**src/rtl/lcd_cmd_engine_if.sv**
```systemverilog
// Command handshake between the memory-mapped LCD register and the timing engine.
//   cmd_valid : one-cycle store strobe to the LCD register address
//   cmd       : LCD register word ([31]=ON, [9]=RS, [8]=RW, [7:0]=DATA)
//   cmd_ready : engine idle; a strobe in this cycle is accepted
//   busy      : inverse of cmd_ready (status readback)
//   drop_cnt  : saturating count of strobes rejected while busy
interface lcd_cmd_engine_if;
  localparam int unsigned CMD_W  = 32;
  localparam int unsigned DROP_W = 8;

  logic              cmd_valid;
  logic [CMD_W-1:0]  cmd;
  logic              cmd_ready;
  logic              busy;
  logic [DROP_W-1:0] drop_cnt;

  modport master (output cmd_valid, cmd, input cmd_ready, busy, drop_cnt);
  modport slave  (input cmd_valid, cmd, output cmd_ready, busy, drop_cnt);
endinterface

```
**src/rtl/lcd_cmd_engine.sv**
```systemverilog
// HD44780 command timing engine: turns each accepted LCD register store into
// RS/DATA setup, a timed EN pulse, hold, and the controller execution wait.
// Ports:
//   clk_i, rst_ni : clock, async active-low reset
//   cmd_if        : command handshake (slave side), see lcd_cmd_engine_if
//   lcd_on_o      : panel power/backlight
//   lcd_en_o      : enable strobe, high exactly while in PULSE
//   lcd_rs_o      : register select
//   lcd_rw_o      : read/write, always 0 (write-only engine)
//   lcd_data_o    : 8-bit data bus
module lcd_cmd_engine #(
  parameter int unsigned T_AS        = 2,
  parameter int unsigned T_PW        = 12,
  parameter int unsigned T_H         = 1,
  parameter int unsigned T_WAIT      = 2000,
  parameter int unsigned T_WAIT_LONG = 82000,
  parameter int unsigned CNT_W       = 17
) (
  input  logic              clk_i,
  input  logic              rst_ni,
  lcd_cmd_engine_if.slave   cmd_if,
  output logic              lcd_on_o,
  output logic              lcd_en_o,
  output logic              lcd_rs_o,
  output logic              lcd_rw_o,
  output logic [7:0]        lcd_data_o
);

  localparam int unsigned DATA_W = 8;
  localparam int unsigned DROP_W = 8;

  localparam logic [2:0] S_IDLE  = 3'd0;
  localparam logic [2:0] S_SETUP = 3'd1;
  localparam logic [2:0] S_PULSE = 3'd2;
  localparam logic [2:0] S_HOLD  = 3'd3;
  localparam logic [2:0] S_WAIT  = 3'd4;

  logic [2:0]        state_q, state_d;
  logic [CNT_W-1:0]  cnt_q, cnt_d;
  logic              long_q;
  logic [DROP_W-1:0] drop_q;
  logic              accept;
  logic              reject;
  logic              unused_cmd_bits;

  assign accept = cmd_if.cmd_valid && (state_q == S_IDLE);
  assign reject = cmd_if.cmd_valid && (state_q != S_IDLE);

  assign cmd_if.cmd_ready = (state_q == S_IDLE);
  assign cmd_if.busy      = (state_q != S_IDLE);
  assign cmd_if.drop_cnt  = drop_q;
  assign lcd_rw_o         = 1'b0;

  // RW and the reserved bits of the register word have no effect.
  assign unused_cmd_bits = ^{cmd_if.cmd[30:10], cmd_if.cmd[8]};

  // State and delay counter registers.
  always_ff @(posedge clk_i or negedge rst_ni) begin
    if (!rst_ni) begin
      state_q <= S_IDLE;
      cnt_q   <= '0;
    end else begin
      state_q <= state_d;
      cnt_q   <= cnt_d;
    end
  end

  // Next-state: each timed phase counts down and reloads for the next on zero.
  always_comb begin
    state_d = state_q;
    cnt_d   = cnt_q;
    case (state_q)
      S_IDLE: begin
        if (accept) begin
          state_d = S_SETUP;
          cnt_d   = CNT_W'(T_AS - 1);
        end
      end
      S_SETUP: begin
        if (cnt_q == '0) begin
          state_d = S_PULSE;
          cnt_d   = CNT_W'(T_PW - 1);
        end else begin
          cnt_d = cnt_q - CNT_W'(1);
        end
      end
      S_PULSE: begin
        if (cnt_q == '0) begin
          state_d = S_HOLD;
          cnt_d   = CNT_W'(T_H - 1);
        end else begin
          cnt_d = cnt_q - CNT_W'(1);
        end
      end
      S_HOLD: begin
        if (cnt_q == '0) begin
          state_d = S_WAIT;
          cnt_d   = long_q ? CNT_W'(T_WAIT_LONG - 1) : CNT_W'(T_WAIT - 1);
        end else begin
          cnt_d = cnt_q - CNT_W'(1);
        end
      end
      S_WAIT: begin
        if (cnt_q == '0) begin
          state_d = S_IDLE;
          cnt_d   = '0;
        end else begin
          cnt_d = cnt_q - CNT_W'(1);
        end
      end
      default: begin
        state_d = S_IDLE;
        cnt_d   = '0;
      end
    endcase
  end

  // Command fields latch only on acceptance; clear/home (RS=0, DATA<4) get the long wait.
  always_ff @(posedge clk_i or negedge rst_ni) begin
    if (!rst_ni) begin
      lcd_rs_o   <= 1'b0;
      lcd_data_o <= '0;
      lcd_on_o   <= 1'b0;
      long_q     <= 1'b0;
    end else if (accept) begin
      lcd_rs_o   <= cmd_if.cmd[9];
      lcd_data_o <= cmd_if.cmd[DATA_W-1:0];
      lcd_on_o   <= cmd_if.cmd[31];
      long_q     <= ~cmd_if.cmd[9] && (cmd_if.cmd[7:2] == 6'd0);
    end
  end

  // Registered EN mirrors the PULSE state one-for-one.
  always_ff @(posedge clk_i or negedge rst_ni) begin
    if (!rst_ni) begin
      lcd_en_o <= 1'b0;
    end else begin
      lcd_en_o <= (state_d == S_PULSE);
    end
  end

  // Saturating count of strobes that arrive while busy.
  always_ff @(posedge clk_i or negedge rst_ni) begin
    if (!rst_ni) begin
      drop_q <= '0;
    end else if (reject && (drop_q != {DROP_W{1'b1}})) begin
      drop_q <= drop_q + DROP_W'(1);
    end
  end

endmodule

```
**src/flat_wrapper.sv**
```systemverilog
// flat-port wrapper written by rule: the top's interface ports become plain ports
module lcd_cmd_engine_flat 
#(
  parameter int unsigned T_AS        = 2,
  parameter int unsigned T_PW        = 12,
  parameter int unsigned T_H         = 1,
  parameter int unsigned T_WAIT      = 2000,
  parameter int unsigned T_WAIT_LONG = 82000,
  parameter int unsigned CNT_W       = 17
)
  (clk_i, rst_ni, lcd_on_o, lcd_en_o, lcd_rs_o, lcd_rw_o, lcd_data_o, cmd_if_cmd_valid, cmd_if_cmd, cmd_if_cmd_ready, cmd_if_busy, cmd_if_drop_cnt);
  lcd_cmd_engine_if cmd_if_i ();
  input  logic clk_i;
  input  logic rst_ni;
  output logic lcd_on_o;
  output logic lcd_en_o;
  output logic lcd_rs_o;
  output logic lcd_rw_o;
  output logic [7:0] lcd_data_o;
  input wire logic [$bits(cmd_if_i.cmd_valid)-1:0] cmd_if_cmd_valid;
  input wire logic [$bits(cmd_if_i.cmd)-1:0] cmd_if_cmd;
  output wire logic [$bits(cmd_if_i.cmd_ready)-1:0] cmd_if_cmd_ready;
  output wire logic [$bits(cmd_if_i.busy)-1:0] cmd_if_busy;
  output wire logic [$bits(cmd_if_i.drop_cnt)-1:0] cmd_if_drop_cnt;
  assign cmd_if_i.cmd_valid = cmd_if_cmd_valid;
  assign cmd_if_i.cmd = cmd_if_cmd;
  assign cmd_if_cmd_ready = cmd_if_i.cmd_ready;
  assign cmd_if_busy = cmd_if_i.busy;
  assign cmd_if_drop_cnt = cmd_if_i.drop_cnt;
  lcd_cmd_engine #(.T_AS(T_AS), .T_PW(T_PW), .T_H(T_H), .T_WAIT(T_WAIT), .T_WAIT_LONG(T_WAIT_LONG), .CNT_W(CNT_W)) u_core (.clk_i(clk_i), .rst_ni(rst_ni), .cmd_if(cmd_if_i), .lcd_on_o(lcd_on_o), .lcd_en_o(lcd_en_o), .lcd_rs_o(lcd_rs_o), .lcd_rw_o(lcd_rw_o), .lcd_data_o(lcd_data_o));
endmodule
```
**config.mk**
```make
export PLATFORM = sky130hd
export DESIGN_NAME = lcd_cmd_engine_flat
export DESIGN_NICKNAME = d
export VERILOG_FILES = /design/src/rtl/lcd_cmd_engine_if.sv /design/src/rtl/lcd_cmd_engine.sv /design/src/flat_wrapper.sv
export SDC_FILE = /design/constraint.sdc
export NUM_CORES = 1
export LEC_CHECK = 0
export CAP_MARGIN = 10
export CORE_ASPECT_RATIO = 1.4
export CORE_UTILIZATION = 51
export CTS_CLUSTER_DIAMETER = 40
export CTS_CLUSTER_SIZE = 25
export DETAILED_ROUTE_END_ITERATION = 7
export HOLD_SLACK_MARGIN = 0.1
export PLACE_DENSITY = 0.85
export RECOVER_POWER = 50
export SYNTH_ARGS = -nofsm -noshare
export SYNTH_HDL_FRONTEND = slang
export SYNTH_SLANG_ARGS = --single-unit
```
**constraint.sdc**
```tcl
create_clock -name clk_i -period 6.01 [get_ports clk_i]
set_input_delay 0.9015 -clock clk_i [delete_from_list [all_inputs] [get_ports clk_i]]
set_output_delay 0.9015 -clock clk_i [all_outputs]
set_load 0.005 [all_outputs]
```
==> run metrics <==
status=complete, but fails checks; violated checks=capacitance limit, slew limit; endpoint type of the worst setup path=output pin; detailed-placement wirelength estimate=2940 um; Seq/Total Area, Yosys=48.6%; setup slack, reg-to-reg=around 3.6 ns; startpoint-to-endpoint class of the critical path=flop to output pin; Max-slew headroom=-39.7%; launch point of the worst reg-to-reg path=u_core.cnt_q[0]; unrepaired setup endpoints after global routing=false; critical path launch point type=flop; top flip-flop cell by instance count after synthesis=dfrtp_1; pin count of the biggest net entering global routing=41; Pwr Density=416 nW/um^2; fin nets=274; Synth Instances=209; largest driver fanout on the critical path=13; critical path arrival=1.98 ns; fill count=291; Final Max Tran Viols=between 40 and 50; Leak Pwr=~1 nW; Hold Startpoint=u_core.cmd_if.drop_cnt[5]; worst hold path cell count=1; violation count after the first detailed-route iteration=between 70 and 80; initial antenna violation count=0; Layout area overhead=20.1%; total number of yosys warnings=0; CTS tree=built; required time of the critical path=between 5 and 6 ns; total gr overflow=0; vias in the first global route=between 1500 and 2000; Worst Tran Pin Value=2.10 ns; Max Freq=approximately 0.35 GHz; syn_nets=246; number of primary I/O pins=57; placed cell area=2380 um^2; final worst-path cycle share=a little under half; residual DRC count=0; CTS Hold Buffers Added=0; Post-Synthesis Mean Instance Area=9.86 um^2; area of the placeable core=between 3000 and 4000 um^2; initial standard-cell utilization of the core=between 50 and 60%; total negative slack=0 ns; buffers from clock root to sink, at most=2; Vias=1688; max-cap violation count=1; Resize count post-CTS=0; flip-flop and latch count after synthesis=40; number of buffers added by the clock tree synthesis step=5; count of endpoints failing hold in the final timing report=0; number of H-tree levels=2; ANT nets after route=0; WL per Instance=~15 um; worst vdd ir=roughly 0.00035 V; detailed-router iteration count before antenna repair=4; minimum clock period after layout=roughly 2.9 ns; Die Wd=between 50 and 60 um; PnR Total Power=1.03 mW; count of final setup violators=0; number of sinks on the clock net=40; RePlAce Congestion=a little under 0.8; fraction of synthesis flops using an asynchronous set or reset pin=100%; Die Area=approximately 4300 um^2; total length of routed wires=around 4300 um; clk root buf=clkbuf_8; number of enable flip-flop cells after synthesis=0; post-CTS setup buffers=0; global router's overall resource usage=between 20 and 25%; Crit Reg-Reg Endpoint=u_core.cnt_q[10]; IO buf count=33; Hold Crit Endpoint=u_core.cmd_if.drop_cnt[5]; Clock Skew=roughly 0.008 ns; number of antenna cells inserted=0; clock latency on the worst-skew pair=around 0.30 ns; Register-to-Register Path Depth=7; fraction of layout cells with a size suffix above 1=a little under an eighth; die height=77.2 um; Netlist cell types=between 40 and 50; Reg clk slew, reported paths=0.08 ns; cell area after synthesis=roughly 2100 um^2; summed area of non-filler cells in the final layout=roughly 2500 um^2; standard-cell rows=27; global-route wire length before repair=between 7000 and 8000 um; Tightest Hold Check Type=flop to flop; Vias per Instance=roughly 6.0
## worst max path at each step
stage	start	end	slack, ns	depth (start not counted)
CTS	u_core.state_q[1]	cmd_if_cmd_ready	3.13	3
detailed placement	u_core.state_q[1]	cmd_if_cmd_ready	3.48	3
floorplan	u_core.cnt_q[0]	u_core.cnt_q[10]	3.83	7
global route	u_core.state_q[1]	cmd_if_cmd_ready	3.04	3
global placement	cmd_if_cmd_valid	u_core.lcd_rs_o	3.47	3
finish	u_core.state_q[1]	cmd_if_cmd_ready	3.13	3
## metal layers
metal	GRT usage (%)	share of wire (%)	routed length [um]
met2	35.9	50	2120
met3	5.90	4.9	208
met4	14.0	2.5	108
met5	0	0	0
met1	25.4	43	1820
## worst max-delay path, stage by stage (launching register included)
cell and delay (ns):
dfrtp_1 0.53, or3_1 0.50, inv_1 0.12, clkdlybuf4s50_1 0.51
## per-stage QoR
step | util [%] | setup slack (ns) | hold WS [ns] | cells
after global routing | 63.7 | 3.04 | 0.519 | 281
after floorplan | - | 3.83 | 0.477 | 209
after global placement | 61.2 | 3.47 | 0.484 | 273
final | 63.7 | 3.13 | 0.496 | 281
after detailed placement | 61.2 | 3.48 | 0.477 | 273
after CTS | 63.7 | 3.13 | 0.494 | 281
## state kept, by name, summed over array words and instances (netlist names)
name	count
u_core.long_q	1
u_core.cmd_if.drop_cnt	8
u_core.lcd_rs_o	1
u_core.lcd_on_o	1
u_core.state_q	3
u_core.lcd_data_o	8
u_core.cnt_q	17
u_core.lcd_en_o	1
## power breakdown
| part | switching (mW) | internal [mW] | total [mW] | leakage (nW) |
|---|---|---|---|---|
| sequential | 0.117 | 0.373 | 0.490 | 0.499 |
| clock | 0.0994 | 0.0929 | 0.192 | 0.0434 |
| combinational | 0.141 | 0.207 | 0.348 | 0.481 |
| total | 0.357 | 0.673 | 1.03 | 1.02 |
## layout make-up
cell class                 count  area [um^2]  share of cell area, %
sequential                    40         1000                   40.4
tap                           43         53.8                   2.17
multi-input combinational    153          983                   39.7
clock buffer                   6         82.6                   3.34
clock inverter                 2         15.0                  0.607
timing repair buffer          33          324                   13.1
inverter                       4         15.0                  0.607
## placed cells by master, fill, tap and decap left out, types with 6 or more instances in the layout
cell	netlist	final
nor4_1	8	8
nand3_1	9	9
clkbuf_8	0	6
o21ai_0	17	17
mux2_2	10	10
nor3_1	7	7
clkdlybuf4s50_1	0	29
nor2_1	14	14
dfrtp_1	40	40
xnor2_1	6	6
nand2_1	24	24
## cell usage after synthesis, types with 2 or more instances
master	instances	area share (%)
a21oi_1	5	1.2
a22o_1	2	0.85
a22oi_1	2	0.73
a31oi_1	5	1.5
and4_1	2	0.85
buf_2	3	0.73
clkbuf_1	6	1.1
dfrtp_1	40	49
ha_1	2	1.2
inv_1	4	0.73
mux2_2	10	5.5
nand2_1	24	4.4
nand3_1	9	2.2
nand4_1	4	1.2
nor2_1	14	2.6
nor3_1	7	1.7
nor4_1	8	2.4
o21ai_0	17	4.1
o22a_1	2	0.85
o31ai_1	3	1.1
or3_1	3	0.91
or4_1	2	0.73
or4_4	2	1.1
xnor2_1	6	2.6
xor2_1	5	2.1
## logic make-up (layout without fill, tap and decap cells)
kind of cell / Yosys count / in the layout / synth area share, %
and+or+nand+nor: 88 / 88 / 23.7
AOI/OAI and AO/OA: 41 / 41 / 12.4
DFF: 40 / 40 / 48.6
buffers and inverters: 16 / 45 / 3.70
xor gates and xnor gates: 11 / 11 / 4.68
muxes: 10 / 10 / 5.46
adders and majority gates: 2 / 2 / 1.21
other: 1 / 1 / 0.182
Note: power is estimated with default switching activity, not from simulation.
